`src/rtl/cpu_chan_pkg.sv`:
```
// Register channel IDs and implicit-y2 encodings shared by the interlock and the bypass network.
package cpu_chan_pkg;

    localparam int CH_W = 4;

    localparam logic [CH_W-1:0] CH_NONE = 4'd0;
    localparam logic [CH_W-1:0] CH_FLAG = 4'd9;
    localparam logic [CH_W-1:0] CH_SP   = 4'd13;
    localparam logic [CH_W-1:0] CH_TLB  = 4'd14;

    typedef enum logic [1:0] {
        Y2_NONE = 2'd0,
        Y2_FLAG = 2'd1,
        Y2_SP   = 2'd2,
        Y2_RSVD = 2'd3
    } y2_sel_e;

    // Reserved encoding behaves as "no implicit write".
    function automatic logic [CH_W-1:0] y2_target(input logic [1:0] sel);
        case (sel)
            Y2_FLAG: return CH_FLAG;
            Y2_SP:   return CH_SP;
            default: return CH_NONE;
        endcase
    endfunction

endpackage

```
`src/rtl/sb_counter.sv`:
```
// One scoreboard slot: cycles remaining until the channel's result is forwardable.
// Latency: load visible next cycle; backpressure: dec_en low freezes the count.
module sb_counter #(
    parameter int CNT_W = 3
) (
    input  logic             clk,
    input  logic             rst_n,
    input  logic             load_en,
    input  logic [CNT_W-1:0] load_val,
    input  logic             dec_en,
    output logic             nz
);

    logic [CNT_W-1:0] cnt_q, cnt_d;

    always_comb begin
        cnt_d = cnt_q;
        if (load_en) begin
            cnt_d = load_val;
        end else if (dec_en && cnt_q != '0) begin
            cnt_d = cnt_q - 1'b1;
        end
    end

    always_ff @(posedge clk or negedge rst_n) begin
        if (!rst_n) begin
            cnt_q <= '0;
        end else begin
            cnt_q <= cnt_d;
        end
    end

    assign nz = (cnt_q != '0);

endmodule

```
`src/rtl/bypass_interlock_ctrl.sv`:
```
// Scoreboard interlock: stalls operand fetch while a source/dest channel awaits a late result.
// Latency: stall/accept combinational from the presented instruction; loads take effect next cycle.
// Backpressure: pipe_hold freezes all counters and forces stall; INTERLOCK_PERF_EN adds stall_cycles.
module bypass_interlock_ctrl
    import cpu_chan_pkg::*;
#(
    parameter int CNT_W  = 3,
    parameter int Y2_LAT = 0,
    parameter int NUM_CH = 16
) (
    input  logic              clk,
    input  logic              rst_n,
    input  logic              issue_valid,
    input  logic [CH_W-1:0]   issue_x1_ch,
    input  logic [CH_W-1:0]   issue_x2_ch,
    input  logic [CH_W-1:0]   issue_dst_ch,
    input  logic [CNT_W-1:0]  issue_lat,
    input  logic [1:0]        issue_y2_sel,
    input  logic              cfg_no_fwd14,
    input  logic              pipe_hold,
    input  logic              flush,
    output logic              stall,
    output logic              issue_accept,
    output logic [NUM_CH-1:0] pending
`ifdef INTERLOCK_PERF_EN
    ,
    output logic [31:0]       stall_cycles
`endif
);

    localparam logic [CNT_W-1:0] Y2_C = CNT_W'(Y2_LAT);

    logic [NUM_CH-1:0] pend_nz;
    logic [CH_W-1:0]   y2_ch;
    logic              haz;
    logic [CNT_W-1:0]  eff_lat;
    logic [NUM_CH-1:1] load_en;
    logic [CNT_W-1:0]  load_val [1:NUM_CH-1];

    assign pend_nz[0] = 1'b0;
    assign y2_ch      = y2_target(issue_y2_sel);

    // Channel 0 reads as never busy, so "none" operands drop out of the test.
    assign haz = pend_nz[issue_x1_ch] | pend_nz[issue_x2_ch]
               | pend_nz[issue_dst_ch] | pend_nz[y2_ch];

    // Outputs are gated by rst_n so nothing can be accepted while reset is held.
    assign stall        = rst_n & issue_valid & (haz | pipe_hold);
    assign issue_accept = rst_n & issue_valid & ~stall & ~flush;
    assign pending      = pend_nz;

    always_comb begin
        eff_lat = issue_lat;
        if (issue_dst_ch == CH_TLB && cfg_no_fwd14 && issue_lat == '0) begin
            eff_lat = CNT_W'(1);
        end
    end

    // When y1 and y2 target the same channel the longer wait wins.
    always_comb begin
        for (int n = 1; n < NUM_CH; n++) begin
            load_en[n] = issue_accept &
                         ((issue_dst_ch == CH_W'(n)) | (y2_ch == CH_W'(n)));
            if (issue_dst_ch == CH_W'(n) && (y2_ch != CH_W'(n) || eff_lat > Y2_C)) begin
                load_val[n] = eff_lat;
            end else begin
                load_val[n] = Y2_C;
            end
        end
    end

    for (genvar n = 1; n < NUM_CH; n++) begin : g_ch
        sb_counter #(
            .CNT_W (CNT_W)
        ) u_cnt (
            .clk      (clk),
            .rst_n    (rst_n),
            .load_en  (load_en[n]),
            .load_val (load_val[n]),
            .dec_en   (~pipe_hold),
            .nz       (pend_nz[n])
        );
    end

`ifdef INTERLOCK_PERF_EN
    logic [31:0] stall_cycles_q, stall_cycles_d;

    always_comb begin
        stall_cycles_d = stall_cycles_q + {31'b0, stall & ~pipe_hold};
    end

    always_ff @(posedge clk or negedge rst_n) begin
        if (!rst_n) begin
            stall_cycles_q <= '0;
        end else begin
            stall_cycles_q <= stall_cycles_d;
        end
    end

    assign stall_cycles = stall_cycles_q;
`endif

endmodule

```
`config.mk`:
```
export PLATFORM = sky130hd
export DESIGN_NAME = bypass_interlock_ctrl
export DESIGN_NICKNAME = d
export VERILOG_FILES = /design/src/rtl/cpu_chan_pkg.sv /design/src/rtl/sb_counter.sv /design/src/rtl/bypass_interlock_ctrl.sv
export SDC_FILE = /design/constraint.sdc
export NUM_CORES = 1
export LEC_CHECK = 0
export BUFFER_PORTS_ARGS = -buffer_cell sky130_fd_sc_hd__clkbuf_2
export CAP_MARGIN = 40
export CORE_MARGIN = 3
export CORE_UTILIZATION = 50
export CTS_BUF_LIST = sky130_fd_sc_hd__clkbuf_2
export DETAILED_ROUTE_END_ITERATION = 6
export HOLD_SLACK_MARGIN = 0.03
export MAX_ROUTING_LAYER = met4
export PLACE_DENSITY_LB_ADDON = 0.15
export SLEW_MARGIN = 10
export SYNTH_ARGS = -nofsm -noshare
export SYNTH_HDL_FRONTEND = slang
export SYNTH_SLANG_ARGS = --single-unit
```
`constraint.sdc`:
```
create_clock -name clk -period 2.4 [get_ports clk]
set_input_delay 0.12 -clock clk [delete_from_list [all_inputs] [get_ports clk]]
set_output_delay 0.12 -clock clk [all_outputs]
set_load 0.05 [all_outputs]
```
# Yosys cells after proc, flatten, opt, wreduce, memory -nomap -nowiden
# Cells that the tools add are included.
# totals
register_bits,45
in_bits,23
out_inout_bits,18
wordCells,256
# classes
add_sub_neg,15
magnitude_cmp,5
eq_ne,47
n_mux,55
bitwise,41
n_reduce_logical,78
# op_table
operator,n
3-bit two-way mux,46
4-bit equality test (second input constant),16
3-bit nonzero test,15
3-bit by 1-bit subtractor with 3-bit output (second input constant),15
4-bit by 3-bit equality test with 1-bit output (second input constant),8
1-bit logical AND,32
4-bit inequality test (second input constant),8
2-bit nonzero test,15
4-bit by 5-bit < comparator with 1-bit output (second input constant),4
1-bit bitwise AND,19
1-bit OR,19
1-bit binary-select mux with 4-bit select,4
4-bit by 2-bit equality test with 1-bit output (second input constant),4
4-bit by 3-bit inequality test with 1-bit output (second input constant),4
1-bit logical OR,15
4-bit by 1-bit equality test with 1-bit output (second input constant),2
4-bit by 2-bit inequality test with 1-bit output (second input constant),2
4-bit case mux with 2 select lines,1
1-bit two-way mux,4
4-bit by 1-bit inequality test with 1-bit output (second input constant),1
3-bit by 1-bit > comparator with 1-bit output (second input constant),1
3-bit zero test,1
1-bit NOT,3
2-bit by 1-bit equality test with 1-bit output (second input constant),1
2-bit equality test (second input constant),1

# Depth between registers and ports, before layout
# Gate-level depths: netlist (run 1).
# logic_depth
ltp_word,13
mapped_depth,12

# Modules after synthesis
# From an unflattened synthesis (run 1), not the netlist that was laid out.
# hier_totals
cells_unflattened,481
area_unflattened_um2,4012.6
# by_module_without_submodules
module,instances,cells_per_inst,area_per_inst_um2,seq_area_each_um2
sb_counter,15,22,196.4,75.1
bypass_interlock_ctrl,1,151,1066.0,0.0

# Worst setup path before layout (run 1)
# No wires, ideal clock.
# synth_path
kind,register to register
start,register g_ch[10].u_cnt.cnt_q[0]
end,register g_ch[4].u_cnt.cnt_q[1]
arrival_time_ns,2.757
path_slack_ns,-0.427
stages_incl_launch_ff,11
n_path_buf,0
synth_period_minus_slack_ns,2.827
cell_sequence,dfrtp_1 inv_1 ha_1 nor2b_4 inv_2 mux4_2 a211oi_1 and3_1 nand4_2 nor2_1 a32o_1
# synth_between
elab_chain_cells,13
# synth_rtl
element,line_no,text
from (decl),sb_counter.sv:14,"logic [CNT_W-1:0] cnt_q, cnt_d;"
from (signal assigned),sb_counter.sv:29,cnt_q <= cnt_d;
3-bit nonzero test *,sb_counter.sv:33,assign nz = (cnt_q != '0);
via g_ch[10].u_cnt.nz,sb_counter.sv:11,output logic nz
1-bit binary-select mux with 4-bit select,bypass_interlock_ctrl.sv:44,assign haz = pend_nz[issue_x1_ch] | pend_nz[issue_x2_ch]
1-bit two-way mux (implied by the code),bypass_interlock_ctrl.sv:44,
1-bit OR,bypass_interlock_ctrl.sv:44,
1-bit OR,bypass_interlock_ctrl.sv:45,| pend_nz[issue_dst_ch] | pend_nz[y2_ch];
1-bit OR *,bypass_interlock_ctrl.sv:45,
1-bit OR *,bypass_interlock_ctrl.sv:48,assign stall = rst_n & issue_valid & (haz | pipe_hold);
1-bit bitwise AND *,bypass_interlock_ctrl.sv:48,
1-bit NOT *,bypass_interlock_ctrl.sv:49,assign issue_accept = rst_n & issue_valid & ~stall & ~flush;
1-bit bitwise AND * (2 in a row),bypass_interlock_ctrl.sv:49,
via issue_accept,bypass_interlock_ctrl.sv:23,"output logic issue_accept,"
1-bit bitwise AND *,bypass_interlock_ctrl.sv:62,load_en[n] = issue_accept &
3-bit two-way mux / 2-bit nonzero test (equally long branches),n/a,
to (signal assigned),sb_counter.sv:29,
to (decl),sb_counter.sv:14,
# Mark *: on every way through the listed nets, which the timed path passes. The rest lies on a longest branch. The select of a mux whose other input is x is not followed.
# A chain may end at the register's enable or synchronous reset.

# Worst setup path after layout (run 1)
# layout_path
start,register g_ch[11].u_cnt.cnt_q[0]
end,output port issue_accept
# layout_between
elab_chain_cells,11
# layout_rtl
element,line_no
from (decl),sb_counter.sv:14
from (signal assigned),sb_counter.sv:29
3-bit nonzero test *,sb_counter.sv:33
1-bit binary-select mux with 4-bit select,bypass_interlock_ctrl.sv:44
1-bit two-way mux (implied by the code),bypass_interlock_ctrl.sv:44
1-bit OR,bypass_interlock_ctrl.sv:44
1-bit OR,bypass_interlock_ctrl.sv:45
1-bit OR *,bypass_interlock_ctrl.sv:45
1-bit OR *,bypass_interlock_ctrl.sv:48
1-bit bitwise AND *,bypass_interlock_ctrl.sv:48
1-bit NOT *,bypass_interlock_ctrl.sv:49
1-bit bitwise AND * (2 in a row),bypass_interlock_ctrl.sv:49
to (decl),bypass_interlock_ctrl.sv:23
# Every way passes the cells marked *; elsewhere a longest branch is shown, timed or not. The select of a mux whose other input is x is not followed.

==> results.py, run 1 <==
metrics = {
    "timing": {
        "tightest_slew_ns": 0.944,
        "hold_violations": 0,
        "fin_tns_setup_ns": -12.35,
        "rsz0062_at_grt": "true",
        "layout_min_cycle_time_ns": 2.88,
        "setup_viol": 47,
        "clock_skew_ns": 0.0302,
        "max_freq_mhz": 347,
        "slew_violations": 0,
        "setup_ws_ns": -0.481,
        "slew_headroom_pct": 36.6,
        "post-route-period-util_pct": 120,
    },
    "critical_path": {
        "path_class": "flip-flop to output pin",
        "required_ns": 2.28,
        "slowest_stage": "mux4_2",
        "arrival_ns": 2.76,
        "reg2reg_depth": 12,
        "crit_path_max_incr_delay_ns": 0.48,
        "critical_path.max_fanout": 4,
        "cpMostUsedCell": "buf_6",
        "cp-start-kind": "flip-flop",
        "end_kind": "output pin",
        "worstPathCellList": "inv_1 > ha_1 > nand2b_4 > mux4_2 > a211oi_2 > and3_1 > buf_6 > nand4_4 > buf_6 > nor2_4 > buf_8",
    },
    "clock_tree": {
        "cts.sinks": 45,
        "numCtsBuffers": 5,
        "htreeDepth": 2,
        "clock_latency_ns": 0.43,
        "cts_buffer_depth": 2,
        "path_clk_slew_ns": 0.22,
        "clockRootBuffer": "clkbuf_2",
        "cts_tree": "yes",
    },
    "layout": {
        "regMostFlops": "g_ch.u_cnt.cnt_q",
        "multi_input_area_mm2": 0.00263,
        "final_cells": 657,
        "syn2layout_area_growth_pct": 41.6,
        "nNetsFinal": 614,
        "drive_above_1_share_pct": 43.9,
        "fillers": 555,
        "seq_area_mm2": 0.00113,
        "top_regs": "g_ch.u_cnt.cnt_q x45",
        "largest_reg_flops": 45,
        "final_cell_area_mm2": 0.00534,
        "antenna_cells": 0,
    },
    "global_routing": {
        "busiest_layer": "met2",
        "gr-usage-all-layers_pct": 25.9,
        "grt_overflow": 0,
        "grtUsageMet3_pct": 3.09,
        "grt_pass1_vias": 3471,
        "grt_antenna_before_repair": 0,
        "grt_max_degree": 31,
        "use_met1_pct": 34.3,
        "global_route.usage.met2_pct": 41.5,
        "grt_pass1_wl_mm": 17.0,
    },
    "die": {
        "core_mm2": 0.00729,
        "initial_core_util_pct": 51.8,
        "ios": 41,
        "rows": 31,
        "die_area_mm2": 0.00863,
        "die_w_um": 92.9,
        "die_h_um": 92.9,
    },
    "synth": {
        "synthMuxAreaShare_pct": 16.5,
        "ys_types": 54,
        "yosysWarningCount": 0,
        "synth_flop_cell": "dfrtp_1",
        "synthAdderAreaFrac_pct": 10.9,
        "synthesis.area_mm2": 0.00377,
        "synth-compound-area-share_pct": 8.98,
        "synth_xor_area_share_pct": 3.48,
        "synth_edf_count": 0,
        "yosysSeqAreaShare_pct": 29.8,
        "syn_inst": 417,
        "synth.avg_cell_area_um2": 9.05,
        "yosys.area_share.simple_pct": 20.6,
        "synth_seq_cells": 45,
        "synth_top_family_by_area": "simple AND/OR/NAND/NOR gates",
        "async_flop_share_pct": 100,
        "syn_nets": 473,
    },
    "status": {
        "status": "complete, but fails checks",
        "violations": "negative setup slack",
    },
    "power": {
        "p_leak_nw": 2.59,
        "ir_drop_uv": 710,
        "powerDensity_mw_per_mm2": 1040,
    },
    "routing": {
        "drt_drc_violations_left": 0,
        "post_drt_wl_per_cell_um": 16.3,
        "wl_mm": 10.7,
        "first_iter_violations": 253,
        "drt-vias-per-instance": 5.32,
        "ant_nets": 0,
        "drtPass1Iterations": 6,
        "vias": 3498,
    },
    "placement": {
        "placed_area_mm2": 0.00472,
        "numPortBuffers": 39,
        "dp_hpwl_mm": 7.72,
        "place.gp.congestion": 0.927,
        "placed_cells": 627,
        "pre_cts_ws_ns": -0.284,
    },
    "worst_hold_path": {
        "hold_depth": 3,
        "hold_path_class": "primary input to flip-flop",
    },
    "run": {
        "cap_violations": 0,
    },
}
cells in the final DEF (no fill, tap or decap), types with 11 or more instances in the layout:
master	n
clkbuf_2	43
mux2_4	11
o21ai_2	11
mux2i_1	36
a21oi_1	12
dfrtp_1	45
inv_1	37
xnor2_1	15
buf_4	100
nor2_1	42
buf_6	19
nor2b_1	30
nand2_1	11
ha_1	31
cells in the mapped netlist (2+ instances only):
| library cell | count | area share [%] |
|---|---|---|
| and3_1 | 6 | 0.99 |
| o32ai_1 | 4 | 0.93 |
| clkbuf_1 | 8 | 0.80 |
| nor2b_4 | 2 | 0.73 |
| inv_1 | 41 | 4.1 |
| inv_2 | 4 | 0.40 |
| o21ai_1 | 5 | 0.66 |
| mux2_2 | 3 | 0.89 |
| nand4_1 | 3 | 0.50 |
| xnor2_1 | 15 | 3.5 |
| ha_1 | 33 | 11 |
| a31oi_1 | 2 | 0.33 |
| o21ai_0 | 8 | 1.1 |
| nand2b_1 | 8 | 1.3 |
| buf_2 | 3 | 0.40 |
| a21oi_1 | 15 | 2.0 |
| o31ai_1 | 2 | 0.40 |
| o22ai_1 | 5 | 0.83 |
| a2bb2oi_1 | 2 | 0.46 |
| nor2b_1 | 32 | 5.3 |
| dfrtp_1 | 45 | 30 |
| mux2_1 | 9 | 2.7 |
| nand3_1 | 13 | 1.7 |
| nor2_1 | 44 | 4.4 |
| mux2i_1 | 36 | 9.5 |
| nand2_1 | 16 | 1.6 |
| nor3_1 | 4 | 0.53 |
| mux4_2 | 5 | 3.0 |
| buf_4 | 17 | 3.4 |
| nand3b_1 | 3 | 0.60 |
area by class of cell:
class | count | share of cell area, %
clock buffers | 6 | 0.562
clock inverters | 1 | 0.0702
inverters | 45 | 3.16
multi-input cells | 297 | 49.1
flip-flops and latches | 45 | 21.1
well taps | 99 | 2.32
repair buffers | 164 | 23.7
through the flow:
step / power [mW] / util, % / hold WS (ns)
final: 5.55 / 73.3 / 0.103
after global routing: 6.00 / 73.3 / 0.0571
after CTS: 5.37 / 71.3 / 0.0650
after floorplan: 3.56 / - / -0.176
after global placement: 4.66 / 64.8 / 0.148
after detailed placement: 4.80 / 64.8 / 0.141
power breakdown:
group | switching, mW | internal (mW) | total (mW) | leakage, nW
combinational | 1.84 | 2.02 | 3.86 | 2.04
clock | 0.245 | 0.0678 | 0.313 | 0.0265
sequential | 0.226 | 1.15 | 1.38 | 0.525
total | 2.31 | 3.24 | 5.55 | 2.59
timing repair:
item / CTS / global route
gates cloned: 0 / 0
gates resized for setup: 76 / 31
hold buffers: 3 / 0
pin swaps: 16 / 9
hold endpoints to repair: 47 / 0
endpoints found under the setup margin: 47 / 47
buffers inserted: 14 / 10
routing by layer:
metal | share of wire, % | routed length, um
met1 | 43 | 4660
met2 | 49 | 5230
met3 | 5.2 | 558
met4 | 2.5 | 267
met5 | 0 | 0
kinds of logic after synthesis:
group | count (synthesis)
buf+inv | 75
fa+ha+maj | 33
simple gates | 141
flops | 45
compound gates | 53
other cells | 1
xor+xnor | 15
mux | 54
critical path, delay by kind of cell (launching register included):
family,cells,cell delay [ns]
DFF,1,0.44
and+or+nand+nor,4,0.50
buffers and inverters,4,0.50
adders and majority gates,1,0.21
AOI/OAI and AO/OA,1,0.21
muxes,1,0.48
path summary, 6_finish.rpt:
| check | start | to | slack, ns |
|---|---|---|---|
| max | g_ch[11].u_cnt.cnt_q[0] | issue_accept | -0.48 |
| max reg2reg | g_ch[11].u_cnt.cnt_q[0] | g_ch[5].u_cnt.cnt_q[1] | -0.46 |
| max in group asynchronous | rst_n | g_ch[10].u_cnt.cnt_q[2] | 1.76 |
| min in group asynchronous | rst_n | g_ch[6].u_cnt.cnt_q[2] | 0.25 |
| min reg2reg | g_ch[2].u_cnt.cnt_q[2] | g_ch[2].u_cnt.cnt_q[2] | 0.56 |
| min | issue_lat[2] | g_ch[4].u_cnt.cnt_q[2] | 0.10 |
No activity file was read; power rests on OpenSTA's default activity.
==> run 2, diff against run 1 <==
- SKIP_CTS_REPAIR_TIMING: not set -> 1
- SLEW_MARGIN: 10 -> not set
==> results.py, run 2 (synthesized netlist as in run 1, its figures left out) <==
metrics = {
    "layout": {
        "final_cell_mix": "100 x buf_4, 45 x dfrtp_1, 43 x clkbuf_2",
        "nNetsFinal": 611,
        "regMostFlops": "g_ch.u_cnt.cnt_q",
        "final_cell_area_mm2": 0.00529,
        "largest_reg_flops": 45,
        "top_regs": "g_ch.u_cnt.cnt_q x45",
        "mostFrequentLayoutCell": "buf_4",
        "syn2layout_area_growth_pct": 40.0,
        "drive_above_1_share_pct": 43.1,
        "antenna_cells": 0,
    },
    "clock_tree": {
        "path_clk_slew_ns": 0.24,
        "htreeDepth": 2,
        "clock_latency_ns": 0.44,
        "cts.sinks": 45,
        "numCtsBuffers": 5,
        "cts_tree": "yes",
        "clockRootBuffer": "clkbuf_2",
        "cts_buffer_depth": 2,
    },
    "routing": {
        "routed.top_layer": "met4",
        "drt_drc_violations_left": 0,
        "vias": 3444,
        "ant_nets": 0,
        "m1WireLength_mm": 4.48,
        "post_drt_wl_per_cell_um": 16.0,
        "route.met2.wl_mm": 5.04,
        "wl_mm": 10.4,
        "met3_length_um": 647,
        "drt-vias-per-instance": 5.27,
        "first_iter_violations": 218,
        "drtPass1Iterations": 4,
    },
    "timing": {
        "slew_headroom_pct": 35.0,
        "fin_tns_setup_ns": -11.87,
        "slew_violations": 0,
        "clock_skew_ns": 0.0364,
        "hold_ws_ns": 0.0691,
        "layout_min_cycle_time_ns": 2.92,
        "tightest_slew_ns": 0.967,
        "hold_violations": 0,
        "setup_viol": 44,
        "max_freq_mhz": 342,
        "rsz0062_at_grt": "true",
        "setup_ws_ns": -0.525,
        "post-route-period-util_pct": 122,
    },
    "critical_path": {
        "path_class": "flip-flop to output pin",
        "cp-endpoint": "issue_accept",
        "required_ns": 2.28,
        "arrival_ns": 2.80,
        "crit_start": "g_ch[10].u_cnt.cnt_q[0]",
        "end_kind": "output pin",
        "reg2reg_depth": 12,
        "critical_path.max_fanout": 4,
        "r2r-end": "g_ch[14].u_cnt.cnt_q[1]",
        "reg2reg_slack_ns": -0.41,
        "cp-start-kind": "flip-flop",
        "r2r-start": "g_ch[10].u_cnt.cnt_q[0]",
    },
    "status": {
        "violations": "negative setup slack",
        "status": "complete, but fails checks",
    },
    "die": {
        "ios": 41,
        "die_area_mm2": 0.00863,
        "rows": 31,
        "initial_core_util_pct": 51.8,
        "die_h_um": 92.9,
        "core_mm2": 0.00729,
        "die_w_um": 92.9,
    },
    "global_routing": {
        "grt_pass1_wl_mm": 16.1,
        "grt_overflow": 0,
        "grt_max_degree": 31,
        "grt_antenna_before_repair": 0,
        "gr-usage-all-layers_pct": 24.4,
        "grt_pass1_vias": 3338,
    },
    "placement": {
        "place.gp.congestion": 0.927,
        "dp_hpwl_mm": 7.72,
        "placed_area_mm2": 0.00472,
        "numPortBuffers": 39,
    },
    "run": {
        "cap_violations": 0,
    },
    "power": {
        "ir_drop_uv": 713,
        "p_leak_nw": 2.56,
        "power_mw": 5.46,
        "powerDensity_mw_per_mm2": 1030,
    },
    "worst_hold_path": {
        "min_from": "issue_lat[2]",
        "hold_path_class": "primary input to flip-flop",
    },
}
## run 2: worst min path at each step
stage | end | depth (start not counted)
after floorplan | g_ch[10].u_cnt.cnt_q[0] | 0
after global placement | g_ch[5].u_cnt.cnt_q[2] | 2
after detailed placement | g_ch[5].u_cnt.cnt_q[2] | 2
after CTS | g_ch[6].u_cnt.cnt_q[2] | 2
after global routing | g_ch[8].u_cnt.cnt_q[2] | 3
final | g_ch[8].u_cnt.cnt_q[2] | 3
## run 2: area by class of cell
type                    count  area, um2
inverters                  45        169
repair buffers            161       1230
clock buffers               6       30.0
clock inverters             1       3.75
flip-flops and latches     45       1130
multi-input cells         297       2600
fillers                   560       2010
well taps                  99        124
## run 2: report_power, final
group / switching, mW / internal, mW / leakage, nW / total [mW]
sequential: 0.229 / 1.15 / 0.525 / 1.38
combinational: 1.80 / 1.97 / 2.00 / 3.77
clock: 0.249 / 0.0678 / 0.0265 / 0.317
## run 2: worst max-delay path, cell delays in order (launching register included)
cell	delay, ns
dfrtp_1	0.44
inv_2	0.08
ha_4	0.13
nor2b_4	0.14
inv_2	0.05
mux4_2	0.47
a211oi_2	0.23
and3_4	0.21
buf_6	0.09
nand4_4	0.10
buf_6	0.15
nor2_4	0.12
buf_8	0.16
## run 2: stage by stage
| step | util, % | instances | setup slack (ns) |
|---|---|---|---|
| after floorplan | - | 417 | -0.132 |
| after global placement | 64.8 | 627 | -0.222 |
| after detailed placement | 64.8 | 627 | -0.284 |
| after CTS | 65.3 | 634 | -0.725 |
| after global routing | 72.5 | 654 | -0.656 |
| final | 72.5 | 654 | -0.525 |
## run 2: layer usage
metal / track usage, % / vias up
met4: 8.06 / 0
met2: 38.0 / 104
li1: - / 1674
met5: - / -
met1: 33.2 / 1644
met3: 2.92 / 22
